===== src/rtl/selector_sync.sv =====
// Clock-synchronous waveform selector: synchronizes the SPI command strobe,
// range-checks the command and commits it at a waveform period boundary.
module selector_sync #(
    parameter int SYNC_STAGES = 2,
    parameter int NUM_WAVES   = 4,
    parameter int RESET_SEL   = 0,
    parameter int WAIT_WRAP   = 1,
    parameter int TIMEOUT     = 50000
) (
    input  logic       clk,
    input  logic       rst,
    input  logic [3:0] cmd_in,
    input  logic       cmd_strobe,
    input  logic       wrap_pulse,
    output logic [3:0] selector,
    output logic       pending,
    output logic       changed,
    output logic       err,
    output logic [7:0] err_cnt
);

    localparam logic [3:0]  SEL_INIT  = 4'(RESET_SEL);
    localparam logic [4:0]  WAVES     = 5'(NUM_WAVES);
    localparam logic [15:0] TO_LAST   = 16'(TIMEOUT - 1);

    typedef enum logic {
        IDLE,
        PENDING
    } state_t;

    state_t state_q, state_d;

    logic [SYNC_STAGES-1:0] sync_q;
    logic                   sync_prev_q;
    logic                   cap_q;

    logic [3:0]  sel_q, sel_d;
    logic [3:0]  pend_sel_q, pend_sel_d;
    logic [15:0] cnt_q, cnt_d;
    logic        changed_q, changed_d;
    logic        err_q, err_d;
    logic [7:0]  err_cnt_q, err_cnt_d;

    logic cmd_bad, cmd_same, cap_valid, cap_bad, timeout_hit;
    logic commit_new, commit_old, load;

    // Strobe synchronizer plus registered rising-edge detect
    always_ff @(posedge clk or negedge rst) begin
        if (!rst) begin
            sync_q      <= '0;
            sync_prev_q <= 1'b0;
            cap_q       <= 1'b0;
        end else begin
            sync_q      <= {sync_q[SYNC_STAGES-2:0], cmd_strobe};
            sync_prev_q <= sync_q[SYNC_STAGES-1];
            cap_q       <= sync_q[SYNC_STAGES-1] & ~sync_prev_q;
        end
    end

    assign cmd_bad     = {1'b0, cmd_in} >= WAVES;
    assign cmd_same    = (cmd_in == sel_q) && (state_q == IDLE);
    assign cap_valid   = cap_q && !cmd_bad && !cmd_same;
    assign cap_bad     = cap_q && cmd_bad;
    assign timeout_hit = (cnt_q == TO_LAST);

    always_ff @(posedge clk or negedge rst) begin
        if (!rst) begin
            state_q <= IDLE;
        end else begin
            state_q <= state_d;
        end
    end

    // A fresh valid capture beats any pending value; with wrap it commits directly
    always_comb begin
        state_d    = state_q;
        commit_new = 1'b0;
        commit_old = 1'b0;
        load       = 1'b0;
        case (state_q)
            IDLE: begin
                if (cap_valid) begin
                    if (wrap_pulse) begin
                        commit_new = 1'b1;
                    end else begin
                        load    = 1'b1;
                        state_d = PENDING;
                    end
                end
            end
            PENDING: begin
                if (cap_valid && wrap_pulse) begin
                    commit_new = 1'b1;
                    state_d    = IDLE;
                end else if (cap_valid) begin
                    load = 1'b1;
                end else if (wrap_pulse || timeout_hit || (WAIT_WRAP == 0)) begin
                    commit_old = 1'b1;
                    state_d    = IDLE;
                end
            end
            default: state_d = IDLE;
        endcase
    end

    always_comb begin
        sel_d      = sel_q;
        pend_sel_d = pend_sel_q;
        cnt_d      = '0;
        changed_d  = commit_new | commit_old;
        err_d      = cap_bad;
        err_cnt_d  = err_cnt_q;
        if (commit_new) begin
            sel_d = cmd_in;
        end else if (commit_old) begin
            sel_d = pend_sel_q;
        end
        if (load) begin
            pend_sel_d = cmd_in;
        end
        if ((state_q == PENDING) && !load) begin
            cnt_d = cnt_q + 16'd1;
        end
        if (cap_bad && (err_cnt_q != 8'hFF)) begin
            err_cnt_d = err_cnt_q + 8'd1;
        end
    end

    always_ff @(posedge clk or negedge rst) begin
        if (!rst) begin
            sel_q      <= SEL_INIT;
            pend_sel_q <= SEL_INIT;
            cnt_q      <= '0;
            changed_q  <= 1'b0;
            err_q      <= 1'b0;
            err_cnt_q  <= '0;
        end else begin
            sel_q      <= sel_d;
            pend_sel_q <= pend_sel_d;
            cnt_q      <= cnt_d;
            changed_q  <= changed_d;
            err_q      <= err_d;
            err_cnt_q  <= err_cnt_d;
        end
    end

    assign selector = sel_q;
    assign pending  = (state_q == PENDING);
    assign changed  = changed_q;
    assign err      = err_q;
    assign err_cnt  = err_cnt_q;

endmodule


===== config.mk =====
export PLATFORM = sky130hd
export DESIGN_NAME = selector_sync
export DESIGN_NICKNAME = d
export VERILOG_FILES = /design/src/rtl/selector_sync.sv
export SDC_FILE = /design/constraint.sdc
export NUM_CORES = 1
export LEC_CHECK = 0
export BUFFER_PORTS_ARGS = -buffer_cell sky130_fd_sc_hd__buf_4
export CORE_MARGIN = 10
export CORE_UTILIZATION = 56
export DETAILED_ROUTE_END_ITERATION = 16
export GPL_ROUTABILITY_DRIVEN = 0
export PLACE_DENSITY = 0.75
export SYNTH_ARGS = -nofsm -noshare
export SYNTH_HDL_FRONTEND = slang
export SYNTH_SLANG_ARGS = --single-unit
export TNS_END_PERCENT = 100

===== constraint.sdc =====
create_clock -name clk -period 2.2 [get_ports clk]
set_input_delay 0.22 -clock clk [delete_from_list [all_inputs] [get_ports clk]]
set_output_delay 0.22 -clock clk [all_outputs]
set_load 0.01 [all_outputs]

* After elaboration in Yosys (flattened, before gate mapping)
Cells that the tools add are included.
Cells by class: bitwise gates (word level) 4, reduce and logical (&&, ||, !) cells 12, magnitude comparators 1, equal/unequal tests 3, mux-type cells 20, add/sub/neg operators 2
Operators with widths (count):
- $add A16 B1 Y16 const B | 1
- $eq A16 B16 Y1 const B | 1
- $mux W16 | 1
- $mux W1 | 14
- $add A8 B1 Y8 const B | 1
- $mux W4 | 2
- $ne A8 B8 Y1 const B | 1
- $logic_and A1 B1 Y1 | 7
- $pmux W1 S2 | 3
- $eq A4 B4 Y1 | 1
- $ge A4 B3 Y1 const B | 1
- $logic_not A1 Y1 | 3
- $not A1 Y1 | 2
- $reduce_bool A2 Y1 | 1
- $and A1 B1 Y1 | 1
- $logic_or A1 B1 Y1 | 1
- $or A1 B1 Y1 | 1
Word-level totals: word-level logic and storage cells 52, output and inout port bits 15, register bits 39

* Longest topological paths before layout
word-level depth 10, gate-level depth with buffers 6, mapped depth without buffers 6

* Worst setup path before layout
OpenSTA, ideal clock, no wires.
path type register to register, from register cnt_q[0], to register sel_q[1] (netlist: selector[1]), clock period less this slack 1.595 ns, data arrival time 1.474 ns, setup time 0.122 ns, path slack 0.605 ns, buffers on the path 0, stages on the path, launching flop included 6, cell sequence dfrtp_1 -> ha_1 -> and3_1 -> a41oi_1 -> nor3_4 -> o22a_1
Between the ends: longest elaborated chain between the ends 7
Ends and longest elaborated chain:
- from (decl) | RTL line 39 | logic [15:0] cnt_q, cnt_d;
- from (signal assigned) | RTL line 140 | cnt_q <= cnt_d;
- $eq A16 B16 Y1 | RTL line 64 | assign timeout_hit = (cnt_q == TO_LAST);
- $logic_or A1 B1 Y1 | RTL line 97 | end else if (wrap_pulse || timeout_hit || (WAIT_WRAP == 0)) begin
- $mux W1 | RTL line 97
- $mux W1 | RTL line 95 | end else if (cap_valid) begin
- $mux W1 | RTL line 92 | if (cap_valid && wrap_pulse) begin
- $mux W1 | RTL line 80 | case (state_q)
- $reduce_bool A2 Y1 (no line)
- to (signal assigned) | RTL line 138 | sel_q <= sel_d;
- to (decl) | RTL line 37 | logic [3:0] sel_q, sel_d;
Every way passes these cells. A chain may end at the register's enable or synchronous reset.

* Worst setup path in the final report
Ends and elaborated chain as after synthesis.

==> results.rst <==
.. list-table::
   :header-rows: 1

   * - Metric
     - Value
   * - Synth unique cells
     - 33
   * - Clock Path Buffers
     - 2
   * - H-tree depth reported by CTS
     - 2
   * - Post-synth EDFFs
     - 0
   * - WL per Instance
     - 13.62 um
   * - Synth Cell Area
     - 1754 sq um
   * - Nets in the synthesized netlist
     - 166
   * - Pin count of the biggest net entering global routing
     - 40
   * - Sequential element share of the synthesized area
     - 55.63%
   * - I/O pins
     - 23
   * - Outcome
     - completed
   * - # diodes
     - 0
   * - Number of inserted filler cells in the final layout
     - 226
   * - Via count of the first global-routing pass
     - 1211
   * - Upper clock frequency limit
     - 0.5595 GHz
   * - Clock latency at the later pin of the worst-skew pair
     - 0.35 ns
   * - Hold path startpoint
     - cmd_in[1]
   * - Clock tree root buffer cell
     - clkbuf_4
   * - Flop and latch count out of synthesis
     - 39
   * - Global-route congestion overflow total
     - 0
   * - Power per unit of standard cell area
     - 843.2 nW/um^2
   * - Startpoint type of the worst setup path
     - register
   * - Half-perimeter wire length of the detailed placement result
     - 2297 um
   * - Worst Reg2Reg Path Length in Cells
     - 5
   * - Number of sinks handled by clock tree synthesis
     - 39
   * - Worst IR Drop VDD
     - 0.5912 mV
   * - Cell count after synthesis
     - 156
   * - Endpoint required time on the critical path
     - 2.44 ns
   * - Y dimension of the die
     - 75.97 um
   * - Kind of path behind the tightest hold check
     - primary input to register
   * - Arrival @ worst endpoint
     - 2.03 ns
   * - Clock tree from TritonCTS
     - done
   * - Die footprint
     - 5771 sq um
   * - Most used flip-flop cell after synthesis
     - dfrtp_1
   * - Max-cap check violation count
     - 0
   * - Mean post-synth cell area
     - 11.24 sq um
   * - Initial Utilization
     - 57.93%
   * - Critical path capture point type
     - register
   * - Accumulated negative setup slack
     - 0 ns
   * - Final number of hold-violating endpoints
     - 0
   * - Detailed router's first-iteration violation count
     - 106
   * - Post CTS Setup Buffer Count
     - 0
   * - Global-route usage over all layers
     - 11.53%
   * - Worst Path Max Fanout
     - 5
   * - Critical path class
     - register to register
   * - Number of nets in the finished design
     - 196
   * - Total of buffers placed on input and output ports
     - 22
   * - Tightest Pin Transition
     - 0.5236 ns
   * - Clock-pin transition on the worst setup and hold timing paths
     - 0.12 ns
   * - Post-route DRC
     - 0
   * - Proportion of layout cells with a drive suffix above 1
     - 20.32%
   * - Setup Viol. Count Final
     - 0
   * - Post-cts gate resize count
     - 0
   * - Via count
     - 1207
   * - Worst-case register-to-register setup slack
     - 0.41 ns
   * - Total clock buffers created by CTS
     - 5
   * - Chip width
     - 75.97 um
   * - Placeable Area
     - 3028 sq um
   * - P&R area growth vs syn
     - 18.33%
   * - Fraction of registers with async set/reset
     - 100.0%
   * - Post-detailed-route count of antenna-violating nets
     - 0
   * - Sequential cell area in the final layout
     - 975.9 sq um
   * - Final max-slew violation count
     - 0
   * - Final critical path time including I/O delays and setup
     - 1.787 ns
   * - RSZ-0062 raised after global routing
     - no
   * - Hold-critical path depth
     - 2
   * - Routed vias/inst
     - 5.225
   * - Antenna violations before repair
     - 0
   * - Tightest slew margin relative to the limit
     - 64.64%
   * - Tcrit/Tclk final
     - 81.24%
   * - Lkg Pwr
     - 0.9325 nW
   * - End point of the worst hold path
     - pend_sel_q[1]
   * - Syn. warnings
     - 0
   * - R2R Path Start
     - cnt_q[0]
   * - Post-detailed-routing wire length
     - 3147 um
   * - Wire length of the first global-routing pass
     - 5444 um
   * - Area used by multi-input combinational logic
     - 735.7 sq um
   * - Clk_skew
     - 0.006582 ns
   * - Number of buffers inserted by hold repair at cts
     - 2
   * - Overall power of the completed layout
     - 1.750 mW
   * - Router iterations before antenna repair
     - 4
   * - Worst R2R End
     - selector[1]
   * - # rows
     - 20
==> cells in the final DEF (no fill, tap or decap), types with 3 or more instances in the layout <==
cell      instances
dfrtp_1          39
buf_4            23
nor2_1           18
xnor2_1          15
nand2_1          10
inv_1             7
and3_1            7
xor2_1            7
nand3_1           6
clkbuf_4          5
nor3_1            4
nand4_1           4
a21oi_1           4
nor2b_1           3
mux2_1            3
==> how the worst max path moves through the flow <==
stage / depth (start not counted) / startpoint / slack, ns / to
after global placement: 4 / cmd_in[3] / 0.49 / pend_sel_q[0]
after global routing: 5 / cnt_q[0] / 0.31 / selector[2]
after CTS: 5 / cap_q / 0.41 / selector[2]
after floorplan: 5 / cnt_q[0] / 0.60 / selector[1]
after detailed placement: 6 / cmd_in[3] / 0.41 / selector[3]
final: 5 / cnt_q[0] / 0.41 / selector[1]
==> worst max-delay path: stages, from the launching register on <==
cell,delay (ns)
dfrtp_1,0.41
ha_1,0.22
and3_1,0.24
a41oi_1,0.44
nor3_4,0.14
o22a_1,0.23
==> layout make-up <==
class | count | area share (%)
Timing Repair Buffer | 25 | 9.283
Sequential cell | 39 | 47.02
Inverter | 7 | 1.266
Clock inverter | 2 | 1.869
Multi-Input combinational cell | 108 | 35.44
Clock buffer | 6 | 2.471
Tap cell | 44 | 2.652
==> sequential cells by signal (all words and copies together) (netlist names), 2 cells and up <==
signal / flops
err_cnt: 8
selector: 4
sync_q: 2
pend_sel_q: 4
cnt_q: 16
==> kinds of logic (layout without fill, tap and decap cells) <==
group                      Yosys count  count (layout)  synth area share, %
muxes                                5               5                3.067
DFF                                 39              39                55.64
adders and majority gates            2               2                1.426
and+or+nand+nor                     61              61                19.19
xor gates and xnor gates            22              22                10.98
buffers and inverters                9              40                2.425
AOI/OAI and AO/OA                   18              18                7.275
==> through the flow <==
stage               hold slack (ns)  utilization, %  cells  instance area (sq um)  worst slack, ns
floorplan                  -0.07559               -    156                   1754           0.6046
global placement             0.2039           64.92    221                   1966           0.4865
detailed placement           0.2134           64.92    221                   1966           0.4093
CTS                         0.09886           68.55    231                   2076           0.4080
global route                0.09431           68.55    231                   2076           0.3097
finish                       0.1096           68.55    231                   2076           0.4128
==> synthesized netlist by cell type (2+ instances only) <==
cell type / number / area (sq um)
a21o_1: 2 / 15.01
a21oi_1: 4 / 20.02
and3_1: 7 / 43.79
dfrtp_1: 39 / 975.9
ha_1: 2 / 25.02
inv_1: 7 / 26.28
mux2_1: 3 / 33.78
mux2i_1: 2 / 20.02
nand2_1: 10 / 37.54
nand3_1: 6 / 30.03
nand4_1: 4 / 25.02
nor2_1: 18 / 67.56
nor2b_1: 3 / 18.77
nor3_1: 4 / 20.02
nor3_2: 2 / 20.02
nor3_4: 2 / 32.53
o21a_1: 2 / 15.01
o21ai_0: 2 / 10.01
o22a_1: 2 / 17.52
or3_1: 2 / 12.51
xnor2_1: 15 / 131.4
xor2_1: 7 / 61.31
==> layer usage <==
layer / wire length (um) / GRT usage, %
met1: 1476 / 14.23
met2: 1420 / 16.50
met3: 197 / 5.425
met4: 53 / 5.492
met5: 0 / 0
==> power breakdown <==
| part | switching [mW] | total, mW | leakage, nW | internal, mW |
|---|---|---|---|---|
| combinational | 0.154 | 0.334 | 0.366 | 0.180 |
| clock | 0.245 | 0.519 | 0.0489 | 0.274 |
| sequential | 0.0955 | 0.897 | 0.517 | 0.801 |
No activity file was read; power rests on OpenSTA's default activity.
